[config.mk]
export PLATFORM = sky130hd
export DESIGN_NAME = trap_ctrl
export DESIGN_NICKNAME = d
export VERILOG_FILES = /design/src/rtl/trap_ctrl.sv
export SDC_FILE = /design/constraint.sdc
export NUM_CORES = 1
export LEC_CHECK = 0
export BUFFER_PORTS_ARGS = -buffer_cell sky130_fd_sc_hd__buf_4
export CAP_MARGIN = 30
export CORE_MARGIN = 2
export CORE_UTILIZATION = 42
export CTS_CLUSTER_DIAMETER = 30
export CTS_CLUSTER_SIZE = 20
export DETAILED_ROUTE_END_ITERATION = 10
export HOLD_SLACK_MARGIN = 0.15
export PLACE_DENSITY = 0.81
export SLEW_MARGIN = 40
export SYNTH_ARGS = -nofsm -noshare
export SYNTH_HDL_FRONTEND = slang
export SYNTH_SLANG_ARGS = --single-unit
export TNS_END_PERCENT = 1
[constraint.sdc]
create_clock -name clk_i -period 2.5 [get_ports clk_i]
set_input_delay 0.125 -clock clk_i [delete_from_list [all_inputs] [get_ports clk_i]]
set_output_delay 0.125 -clock clk_i [all_outputs]
set_load 0.05 [all_outputs]
[src/rtl/trap_ctrl.sv]
// trap_ctrl: sequences the CSR writes and PC redirect for ecall/ebreak/interrupt traps and mret.
// Traps write mepc, mstatus, mcause then redirect to mtvec; mret writes mstatus then redirects to mepc.
module trap_ctrl #(
    parameter logic [31:0] IRQ_CAUSE    = 32'h8000_0007,
    parameter logic [31:0] ECALL_CAUSE  = 32'd11,
    parameter logic [31:0] EBREAK_CAUSE = 32'd3
) (
    input  logic        clk_i,
    input  logic        rst_i,
    input  logic        ecall_i,
    input  logic        ebreak_i,
    input  logic        mret_i,
    input  logic [31:0] inst_addr_i,
    input  logic        jump_flag_i,
    input  logic [31:0] jump_addr_i,
    input  logic        irq_i,
    input  logic        busy_i,
    input  logic        global_int_en_i,
    input  logic [31:0] csr_mtvec_i,
    input  logic [31:0] csr_mepc_i,
    input  logic [31:0] csr_mstatus_i,
    output logic        csr_we_o,
    output logic [31:0] csr_waddr_o,
    output logic [31:0] csr_wdata_o,
    output logic        hold_o,
    output logic        int_assert_o,
    output logic [31:0] int_addr_o
);
    typedef enum logic [2:0] {IDLE, W_MEPC, W_MSTATUS, W_MCAUSE, W_MRET, REDIRECT} state_t;

    state_t      state, state_n;
    logic [31:0] mepc_q, cause_q, target_q;
    logic        irq_ok, sync_trap;

    assign irq_ok    = irq_i && global_int_en_i && !busy_i;
    assign sync_trap = ecall_i || ebreak_i;

    always_ff @(posedge clk_i or posedge rst_i) begin
        if (rst_i) begin
            state    <= IDLE;
            mepc_q   <= '0;
            cause_q  <= '0;
            target_q <= '0;
        end else begin
            state <= state_n;
            if (state == IDLE && sync_trap) begin
                mepc_q  <= inst_addr_i;
                cause_q <= ecall_i ? ECALL_CAUSE : EBREAK_CAUSE;
            end else if (state == IDLE && !mret_i && irq_ok) begin
                // an interrupt must resume at the jump target if EX was redirecting
                mepc_q  <= jump_flag_i ? jump_addr_i : inst_addr_i;
                cause_q <= IRQ_CAUSE;
            end
            if (state == W_MCAUSE) target_q <= csr_mtvec_i;
            if (state == W_MRET) target_q <= csr_mepc_i;
        end
    end

    always_comb begin
        state_n      = state;
        csr_we_o     = 1'b0;
        csr_waddr_o  = '0;
        csr_wdata_o  = '0;
        int_assert_o = 1'b0;
        int_addr_o   = '0;
        case (state)
            IDLE:      state_n = (sync_trap || (!mret_i && irq_ok)) ? W_MEPC : mret_i ? W_MRET : IDLE;
            W_MEPC: begin
                csr_we_o    = 1'b1;
                csr_waddr_o = 32'h341;
                csr_wdata_o = mepc_q;
                state_n     = W_MSTATUS;
            end
            W_MSTATUS: begin
                csr_we_o    = 1'b1;
                csr_waddr_o = 32'h300;
                csr_wdata_o = {csr_mstatus_i[31:8], csr_mstatus_i[3], csr_mstatus_i[6:4], 1'b0, csr_mstatus_i[2:0]};
                state_n     = W_MCAUSE;
            end
            W_MCAUSE: begin
                csr_we_o    = 1'b1;
                csr_waddr_o = 32'h342;
                csr_wdata_o = cause_q;
                state_n     = REDIRECT;
            end
            W_MRET: begin
                csr_we_o    = 1'b1;
                csr_waddr_o = 32'h300;
                csr_wdata_o = {csr_mstatus_i[31:8], 1'b1, csr_mstatus_i[6:4], csr_mstatus_i[7], csr_mstatus_i[2:0]};
                state_n     = REDIRECT;
            end
            REDIRECT: begin
                int_assert_o = 1'b1;
                int_addr_o   = target_q;
                state_n      = IDLE;
            end
            default:   state_n = IDLE;
        endcase
    end

    // reset forces hold low even though IDLE would otherwise react to live inputs
    assign hold_o = !rst_i && (state != IDLE || sync_trap || mret_i || irq_ok);
endmodule

# --- Word level (Yosys, flattened, before mapping) ---
# Cells that the tools add are included.
word_totals:
  ff_bits: 99
  latchBits: 0
  mem_bits_rw: 0
  rom_bits: 0
  input_bits: 169
  wordCells: 47
  memories: 0
classes:
  n_addsub: 0
  multipliers: 0
  div_mod_pow: 0
  n_lt_le_gt_ge: 0
  n_eq_ne: 5
  n_shift: 0
  muxes: 16
  n_bitwise: 0
  reduce_logical: 22
op_table:
  columns: ["operator", "n"]
  rows:
  - ["2-to-1 mux 32 bit", 8]
  - ["one-hot mux 32 bit (4 select lines)", 1]
  - ["one-hot mux 10 bit (3 select lines)", 1]
  - ["one-hot mux 3 bit (4 select lines)", 1]
  - ["logical AND 1 bit", 7]
  - ["equality test 3 x 2 -> 1 bit (second input constant)", 2]
  - ["equality test 3 bit (second input constant)", 2]
  - ["2-to-1 mux 3 bit", 2]
  - ["logical OR 1 bit", 5]
  - ["2-to-1 mux 4 bit", 1]
  - ["nonzero test 2 bit", 2]
  - ["OR reduction 2 bit", 2]
  - ["OR reduction 4 bit", 1]
  - ["equality test 3 x 1 -> 1 bit (second input constant)", 1]
  - ["logical NOT 1 bit", 3]
  - ["logical NOT 3 bit", 1]
  - ["nonzero test 3 bit", 1]
  - ["2-to-1 mux 1 bit", 2]

# --- Longest topological paths before layout ---
# Gate-level depths: netlist of run 1.
depth:
  word_depth: 6
  depth_mapped: 6
  mapped_depth_nobuf: 3

# --- Worst setup path after synthesis of run 1 ---
# Ideal clock, no wire load.
synth_path:
  kind: "register to output"
  start: "register state[0]"
  end: "output port csr_waddr_o[9]"
  arrival_time_ns: 2.255
  required_time_ns: 2.375
  setup_slack_ns: 0.120
  path_stages_with_launch: 7
  path_cell_list: "dfrtp_1 buf_4 or2_2 buf_2 buf_4 xor2_1 buf_4"
synth_between:
  elab_chain_len: 3
  word_cells_on_any_way: 6
  cone_classes: "eq/ne: 4; mux: 1; reduce/logical: 1"
synth_lines:
  columns: ["item", "line", "text"]
  rows:
  - ["start, declared", "31", "state_t state, state_n;"]
  - ["start signal, assigned", "45", "state <= state_n;"]
  - ["equality test 3 bit or equality test 3 x 2 -> 1 bit (tied branches)", "66", "case (state)"]
  - ["OR reduction 2 bit (no source line)", null, null]
  - ["one-hot mux 10 bit (3 select lines) *", "66", null]
  - ["end, declared", "23", "output logic [31:0] csr_waddr_o,"]
# Mark *: on every way between the ends. The rest lies on a longest branch, timed or not.

# --- Worst setup path in the final report of run 1 ---
layout_path:
  start: "register state[1]"
  end: "output port csr_wdata_o[31]"
layout_between:
  elab_chain_len: 2
  word_cells_on_any_way: 5
  cone_classes: "eq/ne: 4; mux: 1"
layout_lines:
  columns: ["item", "line", "text"]
  rows:
  - ["equality test 3 bit (tied with other cells)", "66", null]
  - ["one-hot mux 32 bit (4 select lines) *", "66", null]
  - ["end, declared", "24", "output logic [31:0] csr_wdata_o,"]
# Marks and branches as above.

==> results of run 1 <==
[stage by stage]
stage	area, um^2	power [uW]	std cells	hold slack, ps
after global routing	8080	10800	1041	181
after CTS	8080	10200	1041	157
final	8080	10300	1041	168
after global placement	7180	8820	964	293
after floorplan	5520	7190	631	265
after detailed placement	7180	8920	964	293
[layer usage]
layer | vias to the layer above | global-route usage, % | wire (um) | part of all wire, %
li1 | 2746 | - | - | -
met3 | 20 | 4.94 | 1520 | 8.2
met2 | 324 | 43.8 | 9060 | 49
met5 | - | 0 | 0 | 0
met1 | 2761 | 32.6 | 7540 | 41
met4 | 0 | 8.36 | 314 | 1.7
[logic make-up (layout without fill, tap and decap cells)]
group                     count (synthesis)  count (layout)
AOI/OAI and AO/OA                       177             177
xor gates and xnor gates                  3               3
buffers and inverters                   101             339
DFF                                      70              70
muxes                                    37              37
other                                     1              27
and+or+nand+nor                         216             216
[worst max-delay path, stage by stage (launching register included)]
cell and delay, ps:
dfrtp_1 490, buf_4 300, nor3b_1 520, nand2_1 100
o21ai_1 110, buf_4 220
[sequential cells by signal (all words and copies together), names as in the netlist]
name / cells
cause_q: 3
mepc_q: 32
state: 3
target_q: 32
[cells in the mapped netlist (all sizes together), types with 25 or more instances]
| cell | number |
|---|---|
| or3 | 33 |
| and3 | 32 |
| nor2b | 33 |
| nor2 | 30 |
| nand4 | 32 |
| mux2i | 33 |
| o22ai | 34 |
| o211a | 32 |
| a211oi | 32 |
| nor3b | 33 |
| clkbuf | 25 |
| dfrtp | 70 |
| a22o | 27 |
| o21a | 33 |
| buf | 73 |
[worst max path at each step]
stage,slack [ps],cells past startpoint,end,startpoint
floorplan,120,6,csr_waddr_o[9],state[0]
global placement,600,4,mepc_q[25],state[2]
detailed placement,550,4,mepc_q[17],state[2]
CTS,310,5,csr_wdata_o[2],state[1]
global route,170,5,csr_wdata_o[31],state[1]
finish,300,5,csr_wdata_o[31],state[1]
[final cells by class]
type	count	area [um^2]	area share, %
Clock inverter	1	5.00	0.0620
Timing Repair Buffer	321	2590	32.1
Clock buffer	14	274	3.39
Sequential cell	70	1760	21.8
Multi-Input combinational cell	460	3220	39.9
Tap cell	172	215	2.66
Inverter	3	12.5	0.155
[repair_timing]
item,in CTS,in global routing
setup buffers,0,0
hold endpoints to repair,131,0
endpoints found under the setup margin,0,0
hold buffers,62,0
[power by group through the flow]
| stage | Combinational [uW] | Clock, uW | Sequential [uW] |
|---|---|---|---|
| 4_1_cts | 6800 | 1230 | 2210 |
| 2_1_floorplan | 5210 | 0 | 1980 |
| 5_1_grt | 7250 | 1280 | 2290 |
| 6_report | 6840 | 1210 | 2230 |
| 3_5_place_dp | 6700 | 0 | 2220 |
| 3_3_place_gp | 6610 | 0 | 2210 |
==> impl_metrics.py, run 1 <==
metrics = {
    "logic_synthesis": {
        "synth-xor-area-share_pct": 0.484,
        "syn_avg_cell_area_um2": 8.97,
        "synth_simple_gate_area_share_pct": 24.1,
        "yosysTopAreaCell": "dfrtp_1",
        "synth-compound-area-share_pct": 25.4,
        "synth_enable_flop_cells": 0,
        "synth_adder_area_share_pct": 0,
        "async_flop_share_pct": 100,
        "synth_top_area_share_pct": 32.3,
        "synth_seq_area_share_pct": 32.3,
        "synthFlopType": "dfrtp_1",
        "synthDistinctLibCells": 42,
        "yosysWarnings": 0,
        "synth_top_cells_by_area": "dfrtp_1, mux2i_1, o211a_1",
        "synth_top_family_by_area": "compound AO/OA/AOI/OAI gates",
        "syn-cell-area_um2": 5430,
        "ys_seq_elements": 70,
        "muxShareOfSynthArea_pct": 6.92,
        "synthCells": 605,
    },
    "setup_path": {
        "r2r_start": "state[2]",
        "rrSetupSlack_ps": 540,
        "crit_path_end_kind": "primary output",
        "rr_endpoint": "mepc_q[17]",
        "cp_data_arrival_time_ps": 2070,
        "r2r.worst_path.cells": 4,
        "start_kind": "register",
        "criticalPathCategory": "reg2out",
        "crit_fanout": 35,
        "cp.required_ps": 2380,
    },
    "clock_tree": {
        "cts_buffers": 9,
        "clockBufferDepth": 2,
        "cts_sinks": 70,
        "cts_max_level": 3,
        "cts_tree": "built",
        "cts_root_buffer": "clkbuf_16",
        "path_clk_slew_ps": 60,
        "post_cts_resized": 0,
        "insertion_delay_ps": 320,
    },
    "floorplan": {
        "die_h_um": 118,
        "top_level_ports": 268,
        "row_count": 41,
        "design.die.area_um2": 13800,
        "start_util_pct": 43.0,
        "core_um2": 12600,
        "dieWidth_um": 118,
    },
    "final_layout": {
        "finalNetCount": 1034,
        "mostFrequentLayoutCells": "buf_4, dfrtp_1, dlygate4sd3_1",
        "layout_commonest_cell": "buf_4",
        "drive_gt1_share_pct": 33.5,
        "diodes": 0,
        "nFillCells": 1031,
        "syn_to_final_growth_pct": 48.9,
        "post-route-util_pct": 64.0,
    },
    "placement": {
        "hpwl_um": 12000,
        "io_buffers": 240,
        "place_congestion": 0.804,
        "dp_slack_ps": 547,
    },
    "status": {
        "status": "finished, final reports clean",
    },
    "global_route": {
        "grt.overflow.total": 0,
        "antenna_found_initial": 0,
        "grt_pass1_vias": 5613,
        "grt_start_max_net_pins": 141,
        "grt_usage_pct": 25.6,
        "grt_first_pass_wirelength_um": 29200,
    },
    "detailed_routing": {
        "wirelength_um": 18400,
        "first_pass_iters": 5,
        "num_vias": 5851,
        "drc": 0,
        "wl_per_cell_um": 17.7,
        "viasPerCell": 5.62,
        "postRouteAntennaNets": 0,
        "drt_iter0_drc": 546,
    },
    "hold_path": {
        "hold_depth": 3,
        "min-delay-start": "csr_mepc_i[8]",
        "holdPathEnd": "target_q[8]",
        "hold_class": "in2reg",
    },
    "pwr": {
        "p_switching_uw": 5320,
        "power_frac_clock_pct": 11.7,
        "seq_power_share_pct": 21.7,
        "peakVddDrop_v": 0.00103,
        "powerDensity_nw_per_um2": 1270,
        "p_leak_uw": 0.00375,
        "switching_share_pct": 51.8,
        "power.internal_uw": 4950,
        "combPwrFrac_pct": 66.6,
    },
    "sta": {
        "finalHoldViolations": 0,
        "finClkSkew_ps": 7.22,
        "finalCritPeriodShare_pct": 87.8,
        "max_freq_ghz": 0.455,
        "setup_viol": 0,
        "relSlewSlack_pct": 55.1,
        "fin_crit_ps": 2200,
        "setup_ws_ps": 304,
        "setup_tns_ps": 0,
        "rsz0062_at_grt": "false",
        "worstMarginPinSlew_ps": 672,
        "drv_slew": 0,
    },
    "run": {
        "maxCapViolCount": 0,
    },
}
Power figures use the tool's default switching activity.
==> run 2: changes to the inputs <==
--- a/config.mk
+++ b/config.mk
@@ -8,12 +8,12 @@
 export BUFFER_PORTS_ARGS = -buffer_cell sky130_fd_sc_hd__buf_4
 export CAP_MARGIN = 30
 export CORE_MARGIN = 2
-export CORE_UTILIZATION = 42
+export CORE_UTILIZATION = 35
 export CTS_CLUSTER_DIAMETER = 30
 export CTS_CLUSTER_SIZE = 20
 export DETAILED_ROUTE_END_ITERATION = 10
 export HOLD_SLACK_MARGIN = 0.15
-export PLACE_DENSITY = 0.81
+export PLACE_DENSITY = 0.71
 export SLEW_MARGIN = 40
 export SYNTH_ARGS = -nofsm -noshare
 export SYNTH_HDL_FRONTEND = slang
==> run 2 against run 1 <==
Net effect:
- first-iteration DRC count down 47%
- die area up 19%
- clock power up 23%
- global-route usage fell by 3.2 points
- via count shrank 0.56%
- sequential cell count unchanged
- core utilization shrank 9.9 points
- critical path depth is the same
- fmax grew 2.1%
- clock-buffer cell count fell by 4
- design area increased by 1.8%
- critical endpoint is now hold_o
- largest power group unchanged
==> impl_metrics.py, run 2 (same netlist as run 1, synthesis figures left out) <==
metrics = {
    "setup_path": {
        "cpLargestDelayFamily": "flip-flops",
        "rr_endpoint": "mepc_q[18]",
        "rrSetupSlack_ps": 660,
        "cp.required_ps": 2380,
        "crit_fanout": 30,
        "crit_path_max_incr_delay_ps": 530,
        "cp_data_arrival_time_ps": 2030,
        "crit_slowest_cell": "dfrtp_4",
        "criticalPathCategory": "reg2out",
        "crit_chain": "buf_4 -> nor3_4 -> o21ai_0 -> o31a_1 -> buf_4",
        "crit_path_end_kind": "primary output",
        "crit_buf_inv": 2,
        "r2r_start": "state[0]",
        "crit_path_frequent_cell": "buf_4",
        "start_kind": "register",
        "r2r.worst_path.cells": 3,
    },
    "global_route": {
        "grt_start_max_net_pins": 68,
        "grt_usage_pct": 22.4,
        "grt_first_pass_wirelength_um": 29200,
        "grt_pass1_vias": 5689,
        "antenna_found_initial": 0,
        "grt.overflow.total": 0,
    },
    "clock_tree": {
        "cts_buffers": 9,
        "cts_sinks": 70,
        "cts_tree": "built",
        "path_clk_slew_ps": 60,
        "post_cts_resized": 0,
        "cts_root_buffer": "clkbuf_16",
        "insertion_delay_ps": 330,
        "clockBufferDepth": 2,
        "cts_max_level": 3,
    },
    "pwr": {
        "powerDensity_nw_per_um2": 1290,
        "power_frac_clock_pct": 14.1,
        "switching_share_pct": 50.3,
        "combPwrFrac_pct": 65.0,
        "seq_power_share_pct": 20.9,
        "peakVddDrop_v": 0.000802,
        "power.internal_uw": 5280,
        "p_switching_uw": 5350,
        "total_power_uw": 10600,
        "p_leak_uw": 0.00379,
    },
    "detailed_routing": {
        "postRouteAntennaNets": 0,
        "drt_iter0_drc": 289,
        "drc": 0,
        "first_pass_iters": 4,
        "wl_per_cell_um": 18.1,
        "wirelength_um": 19100,
        "viasPerCell": 5.50,
        "num_vias": 5818,
    },
    "sta": {
        "finClkSkew_ps": 5.18,
        "worstMarginPinSlew_ps": 642,
        "max_freq_ghz": 0.465,
        "relSlewSlack_pct": 57.1,
        "drv_slew": 0,
        "setup_tns_ps": 0,
        "rsz0062_at_grt": "false",
        "fin_crit_ps": 2150,
        "timing.hold.ws_ps": 155,
        "finalHoldViolations": 0,
        "setup_viol": 0,
        "finalCritPeriodShare_pct": 86.0,
    },
    "run": {
        "maxCapViolCount": 0,
    },
    "hold_path": {
        "hold_depth": 3,
        "hold_class": "in2reg",
        "min-delay-start": "csr_mepc_i[9]",
        "holdPathEnd": "target_q[9]",
    },
    "placement": {
        "hpwl_um": 12500,
        "place_congestion": 0.812,
        "io_buffers": 240,
        "dp_cells": 977,
    },
    "floorplan": {
        "start_util_pct": 35.7,
        "top_level_ports": 268,
        "die_h_um": 129,
        "dieWidth_um": 129,
        "design.die.area_um2": 16500,
        "core_um2": 15200,
        "row_count": 45,
    },
    "final_layout": {
        "top_regs": "mepc_q x32, target_q x32",
        "mostFrequentLayoutCells": "buf_4, dfrtp_1, dlygate4sd3_1",
        "syn_to_final_growth_pct": 51.5,
        "finalNetCount": 1033,
        "post-route-util_pct": 54.1,
        "drive_gt1_share_pct": 33.6,
        "layout_commonest_cell": "buf_4",
        "nFillCells": 1391,
        "diodes": 0,
        "instances_no_fill": 1057,
    },
    "status": {
        "status": "finished, final reports clean",
    },
}
run 2: cell count changes in the layout (fill, tap and decap cells not counted), sizes merged:
| cell | before | now |
|---|---|---|
| buf | 259 | 256 |
| bufinv | 0 | 3 |
| clkbuf | 14 | 10 |
| clkinv | 2 | 4 |
| dlygate4sd3 | 62 | 64 |
run 2: worst max path at each step:
stage	start	endpoint	cells past startpoint
CTS	state[2]	hold_o	5
floorplan	state[0]	csr_waddr_o[9]	6
global route	state[0]	csr_wdata_o[10]	5
finish	state[2]	hold_o	5
global placement	state[2]	csr_wdata_o[27]	4
detailed placement	state[0]	mepc_q[27]	3
run 2: power groups by stage:
stage          registers (uW)  logic (uW)  clock network (uW)
2_1_floorplan            1980        5210                   0
3_3_place_gp             2220        6770                   0
3_5_place_dp             2220        6830                   0
4_1_cts                  2210        6930                1530
5_1_grt                  2300        7380                1600
6_report                 2220        6910                1490
run 2: stage by stage:
stage          worst slack, ps  instance area [um^2]
2_1_floorplan              120                  5520
3_3_place_gp               443                  7230
3_5_place_dp               690                  7230
4_1_cts                    349                  8220
5_1_grt                    225                  8220
6_report                   349                  8220
run 2: tightest hold or removal path, stage by stage:
cell	delay, ps
buf_4	110
o22ai_1	120
a211oi_1	100
run 2: metal layers:
layer / vias up / share of wire, % / global-route usage (%)
li1: 2755 / - / -
met4: 0 / 2.6 / 8.89
met3: 30 / 7.5 / 5.03
met1: 2763 / 42 / 27.3
met2: 270 / 48 / 38.5
met5: - / 0 / 0
run 2: cell type report:
type / instances / area, um^2 / area share (%)
Sequential cell: 70 / 1760 / 21.4
Tap cell: 188 / 235 / 2.86
Clock buffer: 10 / 239 / 2.91
Inverter: 3 / 12.5 / 0.152
Timing Repair Buffer: 320 / 2640 / 32.1
Clock inverter: 6 / 109 / 1.32
Multi-Input combinational cell: 460 / 3230 / 39.3
run 2: what timing repair did:
item | 4_1_cts | 5_1_grt
setup buffers | 0 | 0
endpoints found under the hold margin | 133 | 0
hold buffers | 64 | 0
